**src/rtl/bcd_count_display_pkg.sv**
```systemverilog
// Shared encodings and constants for the BCD counter/display block.
package bcd_count_display_pkg;

  typedef enum logic {
    C_IDLE,
    C_ADD
  } cnt_state_e;

  typedef enum logic [1:0] {
    S_IDLE,
    S_LOW,
    S_HIGH,
    S_LATCH
  } ser_state_e;

  localparam logic [3:0] BCD_MAX = 4'd9;

endpackage

```
**src/rtl/bcd_count_display_if.sv**
```systemverilog
// Trigger-side and pin-side signals of the BCD counter/display block.
interface bcd_count_display_if #(
  parameter int DIGITS = 6
) ();

  logic                  inc_clk;
  logic [DIGITS-1:0]     inc_sel;
  logic                  ref_clk;
  logic                  clr;
  logic [4*DIGITS-1:0]   disp_value;
  logic                  busy;
  logic                  overflow;
  logic                  ser_data;
  logic                  ser_clk;
  logic                  ser_latch;

  modport master (
    output inc_clk, inc_sel, ref_clk, clr,
    input  disp_value, busy, overflow, ser_data, ser_clk, ser_latch
  );

  modport slave (
    input  inc_clk, inc_sel, ref_clk, clr,
    output disp_value, busy, overflow, ser_data, ser_clk, ser_latch
  );

endinterface

```
**src/rtl/bcd_serializer.sv**
```systemverilog
// Serial shifter for the display word: MSB first, two cycles per bit, then a
// one-cycle storage latch strobe. Requests arriving mid-transfer merge into one.
module bcd_serializer
  import bcd_count_display_pkg::*;
#(
  parameter int W = 24
) (
  input  logic         clk,
  input  logic         rst_n,
  input  logic         req,
  input  logic [W-1:0] word,
  output logic         ser_data,
  output logic         ser_clk,
  output logic         ser_latch
);

  localparam int CW = $clog2(W);

  ser_state_e   state_q, state_d;
  logic [W-1:0] word_q, word_d;
  logic [CW-1:0] bit_q, bit_d;
  logic         pend_q, pend_d;
  logic         ser_data_q, ser_data_d;
  logic         ser_clk_q, ser_clk_d;
  logic         ser_latch_q, ser_latch_d;
  logic         start;

  always_comb begin
    state_d     = state_q;
    word_d      = word_q;
    bit_d       = bit_q;
    pend_d      = pend_q;
    ser_data_d  = ser_data_q;
    start       = 1'b0;

    case (state_q)
      S_IDLE:  start = req;
      S_LOW: begin
        state_d = S_HIGH;
        if (req) pend_d = 1'b1;
      end
      S_HIGH: begin
        if (req) pend_d = 1'b1;
        if (bit_q == '0) begin
          state_d = S_LATCH;
        end else begin
          bit_d   = bit_q - 1'b1;
          state_d = S_LOW;
        end
      end
      S_LATCH: begin
        if (req || pend_q) start = 1'b1;
        else               state_d = S_IDLE;
      end
      default: state_d = S_IDLE;
    endcase

    // Back-to-back transfers reload straight from S_LATCH with the newest word.
    if (start) begin
      word_d  = word;
      bit_d   = CW'(W - 1);
      state_d = S_LOW;
      pend_d  = 1'b0;
    end

    ser_clk_d   = (state_d == S_HIGH);
    ser_latch_d = (state_d == S_LATCH);
    if (state_d == S_LOW) ser_data_d = word_d[bit_d];
  end

  always_ff @(posedge clk) begin
    if (!rst_n) begin
      state_q     <= S_IDLE;
      word_q      <= '0;
      bit_q       <= '0;
      pend_q      <= 1'b0;
      ser_data_q  <= 1'b0;
      ser_clk_q   <= 1'b0;
      ser_latch_q <= 1'b0;
    end else begin
      state_q     <= state_d;
      word_q      <= word_d;
      bit_q       <= bit_d;
      pend_q      <= pend_d;
      ser_data_q  <= ser_data_d;
      ser_clk_q   <= ser_clk_d;
      ser_latch_q <= ser_latch_d;
    end
  end

  assign ser_data  = ser_data_q;
  assign ser_clk   = ser_clk_q;
  assign ser_latch = ser_latch_q;

endmodule

```
**src/rtl/bcd_count_display.sv**
```systemverilog
// DIGITS-wide BCD counter with digit-serial carry ripple, display latch and
// serial output to an external 7-seg shift register.
module bcd_count_display
  import bcd_count_display_pkg::*;
#(
  parameter int DIGITS = 6
) (
  input  logic               clk,
  input  logic               rst_n,
  bcd_count_display_if.slave bus
);

  localparam int IW = (DIGITS > 1) ? $clog2(DIGITS) : 1;

  cnt_state_e                state_q, state_d;
  logic [DIGITS-1:0][3:0]    digits_q, digits_d;
  logic [DIGITS-1:0]         mask_q, mask_d;
  logic [IW-1:0]             idx_q, idx_d;
  logic                      carry_q, carry_d;
  logic                      ovf_q, ovf_d;
  logic                      ref_pend_q, ref_pend_d;
  logic [4*DIGITS-1:0]       disp_q, disp_d;
  logic                      shift_req;
  logic [4:0]                sum;
  logic [3:0]                sum_wrap;

  always_comb begin
    state_d    = state_q;
    digits_d   = digits_q;
    mask_d     = mask_q;
    idx_d      = idx_q;
    carry_d    = carry_q;
    ovf_d      = ovf_q;
    ref_pend_d = ref_pend_q;
    disp_d     = disp_q;
    shift_req  = 1'b0;

    sum      = {1'b0, digits_q[idx_q]} + {4'd0, mask_q[idx_q]} + {4'd0, carry_q};
    sum_wrap = sum[3:0] - 4'd10;

    // Refresh only latches from idle so a half-rippled value is never shown.
    if (state_q == C_IDLE && (bus.ref_clk || ref_pend_q)) begin
      disp_d     = digits_q;
      shift_req  = 1'b1;
      ref_pend_d = 1'b0;
    end else if (bus.ref_clk) begin
      ref_pend_d = 1'b1;
    end

    if (bus.clr) begin
      digits_d = '0;
      ovf_d    = 1'b0;
      carry_d  = 1'b0;
      state_d  = C_IDLE;
    end else begin
      case (state_q)
        C_IDLE: begin
          if (bus.inc_clk) begin
            mask_d  = bus.inc_sel;
            idx_d   = '0;
            carry_d = 1'b0;
            state_d = C_ADD;
          end
        end
        C_ADD: begin
          if (sum > {1'b0, BCD_MAX}) begin
            digits_d[idx_q] = sum_wrap;
            carry_d         = 1'b1;
          end else begin
            digits_d[idx_q] = sum[3:0];
            carry_d         = 1'b0;
          end
          if (idx_q == IW'(DIGITS - 1)) begin
            ovf_d   = ovf_q | carry_d;
            state_d = C_IDLE;
          end else begin
            idx_d = idx_q + 1'b1;
          end
        end
        default: state_d = C_IDLE;
      endcase
    end
  end

  always_ff @(posedge clk) begin
    if (!rst_n) begin
      state_q    <= C_IDLE;
      digits_q   <= '0;
      mask_q     <= '0;
      idx_q      <= '0;
      carry_q    <= 1'b0;
      ovf_q      <= 1'b0;
      ref_pend_q <= 1'b0;
      disp_q     <= '0;
    end else begin
      state_q    <= state_d;
      digits_q   <= digits_d;
      mask_q     <= mask_d;
      idx_q      <= idx_d;
      carry_q    <= carry_d;
      ovf_q      <= ovf_d;
      ref_pend_q <= ref_pend_d;
      disp_q     <= disp_d;
    end
  end

  assign bus.disp_value = disp_q;
  assign bus.busy       = (state_q == C_ADD);
  assign bus.overflow   = ovf_q;

  bcd_serializer #(
    .W (4 * DIGITS)
  ) u_ser (
    .clk       (clk),
    .rst_n     (rst_n),
    .req       (shift_req),
    .word      (disp_d),
    .ser_data  (bus.ser_data),
    .ser_clk   (bus.ser_clk),
    .ser_latch (bus.ser_latch)
  );

endmodule

```
**src/flat_wrapper.sv**
```systemverilog
// flat-port wrapper written by rule: the top's interface ports become plain ports
module bcd_count_display_flat import bcd_count_display_pkg::*;
#(
  parameter int DIGITS = 6
)
  (clk, rst_n, bus_inc_clk, bus_inc_sel, bus_ref_clk, bus_clr, bus_disp_value, bus_busy, bus_overflow, bus_ser_data, bus_ser_clk, bus_ser_latch);
  bcd_count_display_if #(.DIGITS(DIGITS)) bus_i ();
  input  logic clk;
  input  logic rst_n;
  input wire logic [$bits(bus_i.inc_clk)-1:0] bus_inc_clk;
  input wire logic [$bits(bus_i.inc_sel)-1:0] bus_inc_sel;
  input wire logic [$bits(bus_i.ref_clk)-1:0] bus_ref_clk;
  input wire logic [$bits(bus_i.clr)-1:0] bus_clr;
  output wire logic [$bits(bus_i.disp_value)-1:0] bus_disp_value;
  output wire logic [$bits(bus_i.busy)-1:0] bus_busy;
  output wire logic [$bits(bus_i.overflow)-1:0] bus_overflow;
  output wire logic [$bits(bus_i.ser_data)-1:0] bus_ser_data;
  output wire logic [$bits(bus_i.ser_clk)-1:0] bus_ser_clk;
  output wire logic [$bits(bus_i.ser_latch)-1:0] bus_ser_latch;
  assign bus_i.inc_clk = bus_inc_clk;
  assign bus_i.inc_sel = bus_inc_sel;
  assign bus_i.ref_clk = bus_ref_clk;
  assign bus_i.clr = bus_clr;
  assign bus_disp_value = bus_i.disp_value;
  assign bus_busy = bus_i.busy;
  assign bus_overflow = bus_i.overflow;
  assign bus_ser_data = bus_i.ser_data;
  assign bus_ser_clk = bus_i.ser_clk;
  assign bus_ser_latch = bus_i.ser_latch;
  bcd_count_display #(.DIGITS(DIGITS)) u_core (.clk(clk), .rst_n(rst_n), .bus(bus_i));
endmodule
```
**config.mk**
```make
export PLATFORM = sky130hd
export DESIGN_NAME = bcd_count_display_flat
export DESIGN_NICKNAME = d
export VERILOG_FILES = /design/src/rtl/bcd_count_display_pkg.sv /design/src/rtl/bcd_count_display_if.sv /design/src/rtl/bcd_serializer.sv /design/src/rtl/bcd_count_display.sv /design/src/flat_wrapper.sv
export SDC_FILE = /design/constraint.sdc
export NUM_CORES = 1
export LEC_CHECK = 0
export ABC_AREA = 1
export CORE_MARGIN = 5
export CORE_UTILIZATION = 45
export DETAILED_ROUTE_END_ITERATION = 10
export DONT_BUFFER_PORTS = 1
export PLACE_DENSITY_LB_ADDON = 0.3
export SYNTH_ARGS = -nofsm -noshare
export SYNTH_HDL_FRONTEND = slang
export SYNTH_SLANG_ARGS = --single-unit
```
**constraint.sdc**
```tcl
create_clock -name clk -period 3.3 [get_ports clk]
set_input_delay 0.495 -clock clk [delete_from_list [all_inputs] [get_ports clk]]
set_output_delay 0.495 -clock clk [all_outputs]
set_load 0.1 [all_outputs]
```
==> out/results.ini <==
[logic_synthesis]
ys.flop_type = dfxtp_1
syn_avg_cell_area_um2 = 7.49
synth_top_cell_by_area = dfxtp_1
synth_cell_type_count = 44
synthTopCellsByCount = 97 x nand2_1, 96 x dfxtp_1, 82 x inv_1
syn_nets = 650
ys_ff_latch = 96
ys_seq_area_share_pct = 40.9
synth_area_um2 = 4700
synth_enable_flop_cells = 0
yosysWarningCount = 0
synth_area_leaders = dfxtp_1 41%, nand2_1 7.7%, nand3_1 7.1%
synth-async-reset-ratio_pct = 0
synth_top_area_share_pct = 40.9
synth.most_common_cell = nand2_1
syn-instance-count = 628

[sta]
period_minus_slack_ps = 3100
hold_viol_final = 0
fin_hold_ws_ps = 227
worst_pin_slew_ps = 1030
fmax_ghz = 0.322
relSlewSlack_pct = 31.4
clock_skew_ps = 13.4
fin_crit_sh_pct = 94.0
finalMaxSlewViolations = 0
setup_viol = 0
rsz0062_at_grt = false
tns_ps = 0

[global_route]
antenna_found_initial = 0
gr-usage-all-layers_pct = 18.5
grt_pass1_vias = 3890
grt_max_degree = 58
grt_pass1_wl_um = 19100
grt-ovfl-total = 0

[cts]
root_buffer = clkbuf_8
cts_tree = done
post-cts-setup-buffers = 0
cts_inserted_buffers = 9
htreeDepth = 3
path_clk_slew_ps = 90
clk_latency_ps = 360
cts.sinks = 96
clock_path_buffers = 2

[floorplan]
die_width_um = 112
chipHeight_um = 112
start_util_pct = 45.8
core-area_um2 = 10300
rows = 37
ioPinCount = 40
dieArea_um2 = 12600

[min_path]
hp-class = input pin to register

[status]
status = finished clean

[detailed_routing]
drc = 0
routed_wl_um = 11400
first_pass_iters = 5
drt_iter0_drc = 307
via_per_inst = 5.21
vias = 4021
wl_per_cell_um = 14.8
ant_nets = 0

[final_layout]
syn2layout_area_growth_pct = 7.18
layout-drive-gt1-share_pct = 13.7
fin_nets = 653
antenna_cells = 0
nFillCells = 1023

[worst_setup_path]
arrival_ps = 3360
path_max_fanout = 6
critPathRequiredTime_ps = 3560
end_kind = register
criticalPathCategory = register to register
startpoint_type = register

[power_and_ir_drop]
p_leak_nw = 2.18
ir_drop_mv = 0.312
pwr_density_cell_nw_per_um2 = 586

[placement]
gp_congestion = 0.911
dp_hpwl_um = 8480
io_buffers = 0

[flow_run]
max_cap_viol_count = 0

-- sequential cells by signal, indices dropped and copies added, names as in the netlist, 2 cells and up, named ones only --
register,cells
u_core.idx_q,3
u_core.u_ser.bit_q,5
u_core.u_ser.state_q,2
u_core.digits_q,18
u_core.u_ser.word_q,24
u_core.mask_q,6
u_core.bus.disp_value,24
-- what timing repair did --
action,in CTS,in global routing
endpoints found under the setup margin,0,18
hold buffers,0,0
gates resized for setup,0,2
-- where the power goes --
group / total, mW / leakage, nW / internal (mW) / switching, mW
Sequential: 1.41 / 0.783 / 1.25 / 0.155
Clock: 0.722 / 0.0951 / 0.313 / 0.409
Combinational: 0.824 / 1.30 / 0.259 / 0.565
-- worst paths after layout --
path	startpoint	to	slack, ps	depth (start not counted)
max reg2reg	u_core.idx_q[1]	u_core.digits_q[2]	200	17
min reg2reg	u_core.u_ser.word_q[13]	u_core.u_ser.word_q[13]	470	2
max	u_core.idx_q[1]	u_core.digits_q[2]	200	17
min	rst_n	u_core.u_ser.ser_clk	230	2
-- cell usage in the layout (no fill, tap or decap), types with 2 or more instances in the layout --
cell type	count
a211oi_1	15
a21oi_1	33
a21oi_2	8
buf_4	18
clkbuf_8	11
clkinv_2	3
dfxtp_1	93
dfxtp_2	3
ha_1	10
inv_1	82
inv_2	6
mux2i_1	4
nand2_1	97
nand2_2	7
nand2_4	7
nand3_1	67
nand3_2	2
nand3b_1	5
nand4_1	2
nor2_1	80
nor2_2	6
nor3_1	2
o211ai_1	3
o211ai_2	3
o21ai_0	41
o21ai_1	5
o21ai_2	2
o22ai_1	2
xor2_1	3
-- stage by stage --
stage | cells | worst slack [ps] | util, % | area (um2) | power [mW]
after global placement | 756 | 285 | 47.2 | 4860 | 2.24
after CTS | 772 | 110 | 49.0 | 5040 | 2.97
final | 772 | 199 | 49.1 | 5040 | 2.95
after global routing | 772 | 11.0 | 49.1 | 5040 | 3.15
after floorplan | 628 | 437 | - | 4700 | 2.10
after detailed placement | 756 | 159 | 47.2 | 4860 | 2.25
-- logic make-up after synthesis --
kind of cell | Yosys count | synth area share, %
mux | 4 | 0.851
simple gates | 278 | 27.6
fa+ha+maj | 11 | 3.09
xor+xnor | 4 | 1.14
flops | 96 | 40.9
buf+inv | 117 | 10.7
compound gates | 118 | 15.7
-- metal layers --
| metal | track usage (%) | vias to the layer above | share of wire, % |
|---|---|---|---|
| li1 | - | 2041 | - |
| met1 | 23.7 | 1856 | 45 |
| met2 | 30.0 | 101 | 48 |
| met3 | 4.58 | 23 | 5.1 |
| met4 | 7.29 | 0 | 2.4 |
| met5 | 0 | - | 0 |
-- final cells by class --
type	count	area, um2	area share, %
Clock buffer	11	151	3.00
Clock inverter	5	31.3	0.621
Inverter	91	349	6.92
Multi-Input combinational cell	415	2280	45.2
Sequential cell	96	1930	38.2
Tap cell	136	170	3.38
Timing Repair Buffer	18	135	2.68
-- worst max-delay path: stages, from the launching register on --
cell      delay [ps]
dfxtp_1          470
inv_2             80
nor2_2           230
o21ai_0          140
o22ai_1          120
a211oi_1          80
fa_1             390
inv_1            110
ha_1             290
xnor2_4          160
ha_1             300
inv_1            110
nand3_4          110
nand2_4          100
nand2_4          110
nand3_1           80
nand2_1           80
inv_1             40
(Power assumes the default switching activity.)
